## config.mk

```make
export PLATFORM = sky130hd
export DESIGN_NAME = mul_sequencer_flat
export DESIGN_NICKNAME = d
export VERILOG_FILES = /design/src/rtl/mul_sequencer_pkg.sv /design/src/rtl/mul_sequencer_if.sv /design/src/rtl/mul_sequencer_fifo.sv /design/src/rtl/mul_sequencer.sv /design/src/flat_wrapper.sv
export SDC_FILE = /design/constraint.sdc
export NUM_CORES = 1
export LEC_CHECK = 0
export CORE_ASPECT_RATIO = 0.8
export CORE_MARGIN = 1
export CORE_UTILIZATION = 50
export DETAILED_ROUTE_END_ITERATION = 8
export HOLD_SLACK_MARGIN = 0.15
export PLACE_DENSITY = 0.76
export SETUP_SLACK_MARGIN = 0.5
export SLEW_MARGIN = 15
export SYNTH_ARGS = -nofsm -noshare
export SYNTH_HDL_FRONTEND = slang
export SYNTH_SLANG_ARGS = --single-unit
```

## constraint.sdc

```tcl
create_clock -name clk -period 4.52 [get_ports clk]
set_input_delay 0.904 -clock clk [delete_from_list [all_inputs] [get_ports clk]]
set_output_delay 0.904 -clock clk [all_outputs]
set_load 0.005 [all_outputs]
```

## src/rtl/mul_sequencer_pkg.sv

```systemverilog
// Shared types and constants for the multiply sequencer slice.
// Latency: n/a (declarations only).
// Backpressure: n/a (declarations only).
//
// Contents: operand/result widths, default queue depth, FSM state encoding,
// and the packed operand-pair type stored in the queue.
package mul_sequencer_pkg;

  localparam int OP_W          = 8;
  localparam int RES_W         = 16;
  localparam int DEFAULT_DEPTH = 4;

  // Sequencer FSM encoding.
  typedef enum logic [1:0] {
    ST_IDLE = 2'd0,
    ST_LOAD = 2'd1,
    ST_WAIT = 2'd2,
    ST_HOLD = 2'd3
  } state_t;

  // One queued multiply request.
  typedef struct packed {
    logic [OP_W-1:0] a;
    logic [OP_W-1:0] b;
  } pair_t;

endpackage : mul_sequencer_pkg

```

## src/rtl/mul_sequencer_if.sv

```systemverilog
// Bundle of every non-clock signal of the multiply sequencer.
// Latency: n/a (wires only).
// Backpressure: in_ready / out_ready valid-ready handshakes carried through.
//
// Signals:
//   in_valid/in_a/in_b/in_ready   operand-pair input handshake
//   out_valid/out_data/out_ready  product output handshake
//   mul_reset/mul_a/mul_b         load controls toward the external multiplier
//   mul_ready/mul_out             done flag and product from the multiplier
//   busy                          sequencer has work queued or in flight
// Modports: slave = sequencer side, master = environment side.
interface mul_sequencer_if;
  import mul_sequencer_pkg::*;

  logic             in_valid;
  logic [OP_W-1:0]  in_a;
  logic [OP_W-1:0]  in_b;
  logic             in_ready;

  logic             out_valid;
  logic [RES_W-1:0] out_data;
  logic             out_ready;

  logic             mul_reset;
  logic [OP_W-1:0]  mul_a;
  logic [OP_W-1:0]  mul_b;
  logic             mul_ready;
  logic [RES_W-1:0] mul_out;

  logic             busy;

  modport slave (
    input  in_valid, in_a, in_b, out_ready, mul_ready, mul_out,
    output in_ready, out_valid, out_data, mul_reset, mul_a, mul_b, busy
  );

  modport master (
    output in_valid, in_a, in_b, out_ready, mul_ready, mul_out,
    input  in_ready, out_valid, out_data, mul_reset, mul_a, mul_b, busy
  );

endinterface : mul_sequencer_if

```

## src/rtl/mul_sequencer_fifo.sv

```systemverilog
// seq_fifo: synchronous FIFO of operand pairs for the multiply sequencer.
// Latency: a pushed entry is visible at pop_dat the cycle after the push edge.
// Backpressure: pushes while full and pops while empty are ignored.
//
// Ports:
//   clk, reset          clock, synchronous active-high reset (empties the queue)
//   push, push_dat      write request and data
//   pop, pop_dat        read request; pop_dat shows the head entry combinationally
//   full, empty, count  occupancy status
// DEPTH must be a power of two so the pointers wrap by simple overflow.
module seq_fifo
  import mul_sequencer_pkg::*;
#(
  parameter int DEPTH = DEFAULT_DEPTH
) (
  input  logic                       clk,
  input  logic                       reset,
  input  logic                       push,
  input  pair_t                      push_dat,
  input  logic                       pop,
  output pair_t                      pop_dat,
  output logic                       full,
  output logic                       empty,
  output logic [$clog2(DEPTH):0]     count
);

  localparam int PTR_W = $clog2(DEPTH);
  localparam int CNT_W = PTR_W + 1;

  pair_t              mem_q [DEPTH];
  pair_t              mem_d [DEPTH];
  logic [PTR_W-1:0]   wr_ptr_q, wr_ptr_d;
  logic [PTR_W-1:0]   rd_ptr_q, rd_ptr_d;
  logic [CNT_W-1:0]   count_q, count_d;

  logic do_push;
  logic do_pop;

  assign full    = (count_q == CNT_W'(DEPTH));
  assign empty   = (count_q == '0);
  assign count   = count_q;
  assign pop_dat = mem_q[rd_ptr_q];

  // Guard the requests so a stray push/pop can never corrupt the pointers.
  assign do_push = push && !full;
  assign do_pop  = pop && !empty;

  always_comb begin
    mem_d    = mem_q;
    wr_ptr_d = wr_ptr_q;
    rd_ptr_d = rd_ptr_q;
    count_d  = count_q;

    if (do_push) begin
      mem_d[wr_ptr_q] = push_dat;
      wr_ptr_d        = wr_ptr_q + 1'b1;
    end
    if (do_pop) begin
      rd_ptr_d = rd_ptr_q + 1'b1;
    end

    // Simultaneous push and pop leaves the occupancy unchanged.
    case ({do_push, do_pop})
      2'b10:   count_d = count_q + 1'b1;
      2'b01:   count_d = count_q - 1'b1;
      default: count_d = count_q;
    endcase
  end

  always_ff @(posedge clk) begin
    if (reset) begin
      wr_ptr_q <= '0;
      rd_ptr_q <= '0;
      count_q  <= '0;
    end else begin
      wr_ptr_q <= wr_ptr_d;
      rd_ptr_q <= rd_ptr_d;
      count_q  <= count_d;
    end
  end

  // Storage needs no reset: entries are only read once count says they are valid.
  always_ff @(posedge clk) begin
    mem_q <= mem_d;
  end

endmodule : seq_fifo

```

## src/rtl/mul_sequencer.sv

```systemverilog
// Queues operand pairs and feeds them one at a time to an external shift-add multiplier.
// Latency: accept to out_valid is 4 + bitlen(b) cycles when idle with an empty queue.
// Backpressure: in_ready = queue not full; a product is held in out_data until out_ready.
//
// Ports:
//   clk    clock, all state changes on the rising edge
//   reset  synchronous active-high; flushes queue and in-flight work
//   sif    mul_sequencer_if.slave: input/output handshakes, multiplier
//          load/result signals and busy
//
// Flow: IDLE pops the queue head into mul_a/mul_b, LOAD pulses mul_reset so the
// multiplier latches them, WAIT watches mul_ready, HOLD presents the product
// until it is taken. Only one pair is ever inside the multiplier.
module mul_sequencer
  import mul_sequencer_pkg::*;
#(
  parameter int DEPTH = DEFAULT_DEPTH
) (
  input  logic             clk,
  input  logic             reset,
  mul_sequencer_if.slave   sif
);

  localparam int CNT_W = $clog2(DEPTH) + 1;

  state_t            state_q, state_d;
  logic [OP_W-1:0]   mul_a_q, mul_a_d;
  logic [OP_W-1:0]   mul_b_q, mul_b_d;
  logic              out_valid_q, out_valid_d;
  logic [RES_W-1:0]  out_data_q, out_data_d;

  logic              fifo_push;
  logic              fifo_pop;
  pair_t             fifo_in;
  pair_t             fifo_head;
  logic              fifo_full;
  logic              fifo_empty;
  logic [CNT_W-1:0]  fifo_count;

  // ---------------------------------------------------------------------------
  // Operand queue
  // ---------------------------------------------------------------------------
  assign fifo_in.a = sif.in_a;
  assign fifo_in.b = sif.in_b;
  assign fifo_push = sif.in_valid && !fifo_full;

  seq_fifo #(
    .DEPTH (DEPTH)
  ) u_fifo (
    .clk      (clk),
    .reset    (reset),
    .push     (fifo_push),
    .push_dat (fifo_in),
    .pop      (fifo_pop),
    .pop_dat  (fifo_head),
    .full     (fifo_full),
    .empty    (fifo_empty),
    .count    (fifo_count)
  );

  // ---------------------------------------------------------------------------
  // Sequencer FSM
  // ---------------------------------------------------------------------------
  always_comb begin
    state_d     = state_q;
    mul_a_d     = mul_a_q;
    mul_b_d     = mul_b_q;
    out_valid_d = out_valid_q;
    out_data_d  = out_data_q;
    fifo_pop    = 1'b0;

    case (state_q)
      ST_IDLE: begin
        if (!fifo_empty) begin
          fifo_pop = 1'b1;
          mul_a_d  = fifo_head.a;
          mul_b_d  = fifo_head.b;
          state_d  = ST_LOAD;
        end
      end

      // mul_reset is high in this state, so the multiplier latches mul_a/mul_b
      // and clears its done flag on the way out.
      ST_LOAD: begin
        state_d = ST_WAIT;
      end

      ST_WAIT: begin
        if (sif.mul_ready) begin
          out_data_d  = sif.mul_out;
          out_valid_d = 1'b1;
          state_d     = ST_HOLD;
        end
      end

      // The next pair is popped on the same edge the product is taken, which
      // saves the IDLE cycle when work is already queued.
      ST_HOLD: begin
        if (sif.out_ready) begin
          out_valid_d = 1'b0;
          if (!fifo_empty) begin
            fifo_pop = 1'b1;
            mul_a_d  = fifo_head.a;
            mul_b_d  = fifo_head.b;
            state_d  = ST_LOAD;
          end else begin
            state_d = ST_IDLE;
          end
        end
      end

      default: begin
        state_d = ST_IDLE;
      end
    endcase
  end

  always_ff @(posedge clk) begin
    if (reset) begin
      state_q     <= ST_IDLE;
      mul_a_q     <= '0;
      mul_b_q     <= '0;
      out_valid_q <= 1'b0;
      out_data_q  <= '0;
    end else begin
      state_q     <= state_d;
      mul_a_q     <= mul_a_d;
      mul_b_q     <= mul_b_d;
      out_valid_q <= out_valid_d;
      out_data_q  <= out_data_d;
    end
  end

  // ---------------------------------------------------------------------------
  // Outputs
  // ---------------------------------------------------------------------------
  assign sif.in_ready  = !fifo_full;
  assign sif.out_valid = out_valid_q;
  assign sif.out_data  = out_data_q;
  assign sif.mul_a     = mul_a_q;
  assign sif.mul_b     = mul_b_q;

  // Reset is ORed in so the multiplier reloads (with zeros once the operand
  // registers clear) and drops any product it was computing.
  assign sif.mul_reset = reset || (state_q == ST_LOAD);

  assign sif.busy      = (state_q != ST_IDLE) || (fifo_count != '0);

endmodule : mul_sequencer

```

## src/flat_wrapper.sv

```systemverilog
// flat-port wrapper written by rule: the top's interface ports become plain ports
module mul_sequencer_flat import mul_sequencer_pkg::*;
#(
  parameter int DEPTH = DEFAULT_DEPTH
)
  (clk, reset, sif_in_valid, sif_in_a, sif_in_b, sif_out_ready, sif_mul_ready, sif_mul_out, sif_in_ready, sif_out_valid, sif_out_data, sif_mul_reset, sif_mul_a, sif_mul_b, sif_busy);
  mul_sequencer_if sif_i ();
  input  logic clk;
  input  logic reset;
  input wire logic [$bits(sif_i.in_valid)-1:0] sif_in_valid;
  input wire logic [$bits(sif_i.in_a)-1:0] sif_in_a;
  input wire logic [$bits(sif_i.in_b)-1:0] sif_in_b;
  input wire logic [$bits(sif_i.out_ready)-1:0] sif_out_ready;
  input wire logic [$bits(sif_i.mul_ready)-1:0] sif_mul_ready;
  input wire logic [$bits(sif_i.mul_out)-1:0] sif_mul_out;
  output wire logic [$bits(sif_i.in_ready)-1:0] sif_in_ready;
  output wire logic [$bits(sif_i.out_valid)-1:0] sif_out_valid;
  output wire logic [$bits(sif_i.out_data)-1:0] sif_out_data;
  output wire logic [$bits(sif_i.mul_reset)-1:0] sif_mul_reset;
  output wire logic [$bits(sif_i.mul_a)-1:0] sif_mul_a;
  output wire logic [$bits(sif_i.mul_b)-1:0] sif_mul_b;
  output wire logic [$bits(sif_i.busy)-1:0] sif_busy;
  assign sif_i.in_valid = sif_in_valid;
  assign sif_i.in_a = sif_in_a;
  assign sif_i.in_b = sif_in_b;
  assign sif_i.out_ready = sif_out_ready;
  assign sif_i.mul_ready = sif_mul_ready;
  assign sif_i.mul_out = sif_mul_out;
  assign sif_in_ready = sif_i.in_ready;
  assign sif_out_valid = sif_i.out_valid;
  assign sif_out_data = sif_i.out_data;
  assign sif_mul_reset = sif_i.mul_reset;
  assign sif_mul_a = sif_i.mul_a;
  assign sif_mul_b = sif_i.mul_b;
  assign sif_busy = sif_i.busy;
  mul_sequencer #(.DEPTH(DEPTH)) u_core (.clk(clk), .reset(reset), .sif(sif_i));
endmodule
```

**Yosys cells after proc, flatten, opt, wreduce, memory -nomap -nowiden**

Index checks and enable logic that the tools add are counted.

- Reductions and logical operators: 19
- Mux-type cells: 24
- Bitwise operators: 2
- Add/subtract/negate cells: 4
- Equality and inequality tests: 9
- Order comparisons: 3

Operators by type and width:

| operator | count |
|---|---|
| 64-bit bitwise mux | 1 |
| 16-bit two-way mux | 3 |
| 16-bit binary-select mux with 2-bit select | 1 |
| 16-bit demux with 2-bit select | 1 |
| 8-bit two-way mux | 4 |
| 8-bit case mux with 2 select lines | 2 |
| 2-bit case mux with 4 select lines | 1 |
| 2-bit nonzero test | 4 |
| 2-bit equality test, second input constant | 3 |
| 3-bit >= comparator, second input constant | 2 |
| 2-bit two-way mux | 3 |
| 2-bit != test, second input constant | 3 |
| 2-bit NOT with 3-bit output | 2 |
| 3-bit case mux with 2 select lines | 1 |
| 3-bit AND reduction | 2 |
| 1-bit two-way mux | 5 |
| 2-bit by 1-bit adder with 2-bit output, second input constant | 2 |
| 2-bit by 1-bit equality test with 1-bit output, second input constant | 2 |
| 1-bit logical AND | 4 |
| 1-bit case mux with 2 select lines | 2 |
| 2-bit AND reduction | 2 |
| 3-bit by 1-bit adder with 3-bit output, second input constant | 1 |
| 3-bit equality test, second input constant | 1 |
| 3-bit logical NOT | 1 |
| 6 further kinds | 8 |

- Register bits: 106
- Output and inout bits: 36

**Depth between registers and ports, before layout**

- Depth in word-level cells: 7
- Mapped depth: 11
- Mapped depth without buffers: 10

**Modules after synthesis**

A second synthesis with hierarchy kept.

- Cell total of the unflattened synthesis: 315
- Area, all modules: 4292.9 µm²

Modules (own cells, without submodules):

| module | instances | area an instance (µm²) | cells each |
|---|---|---|---|
| seq_fifo | 1 | 2788.9 | 134 |
| mul_sequencer | 1 | 1503.9 | 181 |

**Least setup slack after synthesis**

No wires, ideal clock.

- Path kind: reg2reg
- Start: register u_core.state_q[0]
- End: register u_core.u_fifo.count_q[2], in the netlist u_core.u_fifo.count[2]
- Setup slack: 2.003 ns
- Stages on the path, launching flop included: 12
- Setup time: 0.070 ns
- Period minus slack after synthesis: 2.517 ns
- Arrival time: 2.447 ns
- Path through: dfxtp_1 -> inv_1 -> ha_1 -> buf_2 -> clkbuf_8 -> nor3_1 -> ha_1 -> inv_1 -> fa_1 -> xor2_1 -> or3_1 -> a21oi_1

- Longest elaborated chain between the ends: 5
- Elaborated cells between the ends (all ways): 8
- Classes of those cells: 3 x eq/ne; 2 x mux; 3 x reduce/logical

Ends and longest elaborated chain:

| what | line | source |
|---|---|---|
| start, declared | mul_sequencer.sv:26 | `state_t state_q, state_d;` |
| start signal, assigned | mul_sequencer.sv:126 | `state_q <= state_d;` |
| 2-bit equality test or 2-bit logical NOT (tied branches) | mul_sequencer.sv:72 | `case (state_q)` |
| 1-bit case mux with 2 select lines * | mul_sequencer.sv:72 |  |
| 1-bit logical AND * | mul_sequencer_fifo.sv:46 | `assign do_pop = pop && !empty;` |
| net u_core.u_fifo.do_pop | mul_sequencer_fifo.sv:37 | `logic do_pop;` |
| 2-bit by 1-bit equality test with 1-bit output or 2-bit equality test (tied branches) | mul_sequencer_fifo.sv:63 | `case ({do_push, do_pop})` |
| 3-bit case mux with 2 select lines or 2-bit nonzero test (tied branches) | -- |  |
| end signal, assigned | mul_sequencer_fifo.sv:78 | `count_q <= count_d;` |
| end, declared | mul_sequencer_fifo.sv:34 | `logic [CNT_W-1:0] count_q, count_d;` |

Mark *: on every way through the listed nets, which the timed path passes. The rest lies on a longest branch.
A chain may end at the register's enable or synchronous reset.

**Final worst setup path**

- Start: register u_core.state_q[0]
- End: output port sif_busy

- Longest elaborated chain between the ends: 2

Ends and longest elaborated chain:

| what | line | source |
|---|---|---|
| 2-bit nonzero test | mul_sequencer.sv:147 | `assign sif.busy = (state_q != ST_IDLE) \|\| (fifo_count != '0);` |
| 1-bit logical OR | mul_sequencer.sv:147 |  |
| end, declared | flat_wrapper.sv:22 | `output wire logic [$bits(sif_i.busy)-1:0] sif_busy;` |

Every way passes these cells.

==> metrics.csv <==
metric;value;unit
fmax;328;MHz
leakage;1.76;nW
dpl_cell_area;0.00504;mm^2
synth_sequential_area_ratio;0.639;
cts-resized-gates;0;
yosys.cell_types.count;42;
boundaryPins;73;
die_x;106;um
floorplan.initialDensity;0.530;
avgRoutedWirePerCell;17.4;um
synth_area_leaders;edfxtp_1 (44%), dfxtp_1 (19%), mux4_1 (5.5%);
grtUsageTotal;0.199;
die_h;85.2;um
via_per_inst;5.63;
num_vias;2749;
p_sw;0.882;mW
clk_pin_slew_worst_paths;0.10;ns
cp.required;3.62;ns
first_global_vias;2679;
period_share;0.675;
grt_pass1_wl;13.4;mm
dieArea;0.00903;mm^2
post-route-util;0.642;
ir_worst_vdd;0.000261;V
synth_top_area_frac;0.444;
crit_arrival;2.15;ns
rows;29;
syn-num-nets;361;
avgSynthCellArea;13.8;um^2
grt_max_degree;44;
power_frac_clock;0.216;
slew_headroom;0.248;
min_path_type;reg -> reg;
fin_setup_tns;0;ns
yosys_register_bits;106;
cts_buffers;9;
powerDensity;529;mW/mm^2
fin_nets;422;
cts_tree;yes;
power_frac_comb;0.309;
coreArea;0.00816;mm^2
crit_fanout;5;
outcome;completed;
dp_hpwl;5.35;mm
drv_cap;0;
htree_levels;3;
gp_congestion;0.717;
ant_nets;0;
pre_cts_ws;1.43;ns
antenna_found_initial;0;
finalHoldViolations;0;
post_cts_buffers;0;
pwr-share-seq;0.476;
synth_area;0.00433;mm^2
worstSetupStartpointType;flip-flop;
cts.sinks;106;
timing.final.crit_period;3.05;ns
diodes;0;
rrSetupSlack;1.76;ns
final_area;0.00525;mm^2
yosysWarnings;0;
drt_wl_total;8.50;mm
synthArstFlopShare;0;
drv_slew;0;
first_pass_iters;4;
drive_gt1_frac;0.0763;
worst-slew-pin-transition;1.13;ns
synth_edf_count;64;
synthCells;314;
clock_skew;0.00649;ns
crit_type;reg -> out;
yosys_most_used_dff;edfxtp_1;
portBuffers;72;
fin_ws;1.47;ns
grt-ovfl-total;0;
fillerInstances;607;
p_sw_frac;0.318;
rsz0062_at_grt;false;
drtIter0Drc;145;
p_int;1.89;mW
synth_largest_area_cell;edfxtp_1;
ctsHoldBuffers;0;
drcViolationCount;0;
clk_latency;0.36;ns
critPathCaptureType;primary output;
areaGrowthSynthToFinish;21.2;%
clockBufferDepth;2;
final-setup-viol-count;0;
clockRootBuffer;clkbuf_8;
cells by family (layout without fill, tap and decap cells):
logic type	Yosys count	count (layout)	share of synthesized area
AND/OR/NAND/NOR	77	77	0.0928
AO/OA/AOI/OAI	67	67	0.0931
XOR/XNOR	2	2	0.00405
buffers and inverters	35	101	0.0471
multiplexers	17	17	0.0937
flip-flops	106	106	0.639
adder cells (fa/ha/maj)	10	10	0.0307
critical path: stages, from the launching register on:
cell and delay (ns):
dfxtp_1 0.37, inv_1 0.10, ha_1 0.20, nor4b_1 0.46
inv_1 0.17, clkdlybuf4s50_1 0.50
synth_stat cells, types with 2 or more instances:
cell type / number
edfxtp_1: 64
nand2_1: 34
mux4_1: 9
inv_1: 10
a21o_1: 2
clkbuf_1: 6
or3_1: 2
o31ai_1: 18
mux4_2: 7
nand3_1: 2
nand4_1: 17
nor2_1: 4
ha_1: 9
dfxtp_1: 42
buf_1: 2
o21ai_0: 2
buf_2: 11
a21oi_1: 40
nor2b_1: 4
xor2_1: 2
nand2b_1: 2
and3_1: 4
clkbuf_8: 2
final timing paths:
| kind | cells past startpoint | start | endpoint |
|---|---|---|---|
| hold / removal | 2 | u_core.sif.out_data[2] | u_core.sif.out_data[2] |
| setup / recovery | 5 | u_core.state_q[0] | sif_busy |
| setup reg to reg | 9 | u_core.state_q[0] | u_core.u_fifo.count[2] |
| hold reg to reg | 2 | u_core.sif.out_data[2] | u_core.sif.out_data[2] |
final cells by class:
cell class                 count  area [um^2]  area share
tap                          108          135      0.0258
multi-input combinational    173         1360       0.259
sequential                   106         2760       0.527
clock buffer                   9          124      0.0236
clock inverter                 7         82.6      0.0157
timing repair buffer          75          743       0.142
inverter                      10         37.5     0.00716
per-layer routing:
layer / share of wire / vias to the layer above / global-route usage
met2: 0.51 / 93 / 0.339
met1: 0.43 / 1348 / 0.254
li1: - / 1306 / -
met3: 0.054 / 2 / 0.0568
met4: 0.0028 / 0 / 0.0455
met5: 0 / - / 0
placed cells by master (no fill, tap or decap), types with 3 or more instances in the layout:
| master | count |
|---|---|
| inv_1 | 10 |
| edfxtp_1 | 64 |
| buf_4 | 3 |
| o31ai_1 | 18 |
| nand4_1 | 17 |
| clkbuf_8 | 9 |
| clkdlybuf4s50_1 | 72 |
| dfxtp_1 | 42 |
| and3_1 | 4 |
| nand2_1 | 34 |
| ha_1 | 9 |
| mux4_2 | 7 |
| inv_6 | 3 |
| nor2b_1 | 4 |
| mux4_1 | 9 |
| a21oi_1 | 40 |
| nor2_1 | 4 |
power groups by stage:
stage | sequential, mW | combinational [mW] | clock [mW]
after floorplan | 1.30 | 0.559 | 0
after global placement | 1.34 | 0.827 | 0
after detailed placement | 1.34 | 0.851 | 0
after CTS | 1.32 | 0.858 | 0.610
after global routing | 1.34 | 0.939 | 0.648
final | 1.32 | 0.857 | 0.599
stage by stage:
step	cells	total power, mW	hold slack [ns]
2_1_floorplan	314	1.86	0.449
3_3_place_gp	472	2.16	0.442
3_5_place_dp	472	2.20	0.448
4_1_cts	488	2.79	0.463
5_1_grt	488	2.93	0.487
6_report	488	2.78	0.461
flip-flops by register name, indices dropped and copies added (netlist names):
name and flops:
u_core.sif.out_data 16, u_core.sif.out_valid 1, u_core.sif.mul_a 8, u_core.sif.mul_b 8, u_core.u_fifo.count 3, u_core.u_fifo.mem_q 64
u_core.state_q 2, u_core.u_fifo.wr_ptr_q 2, u_core.u_fifo.rd_ptr_q 2
Power figures use the tool's default switching activity.
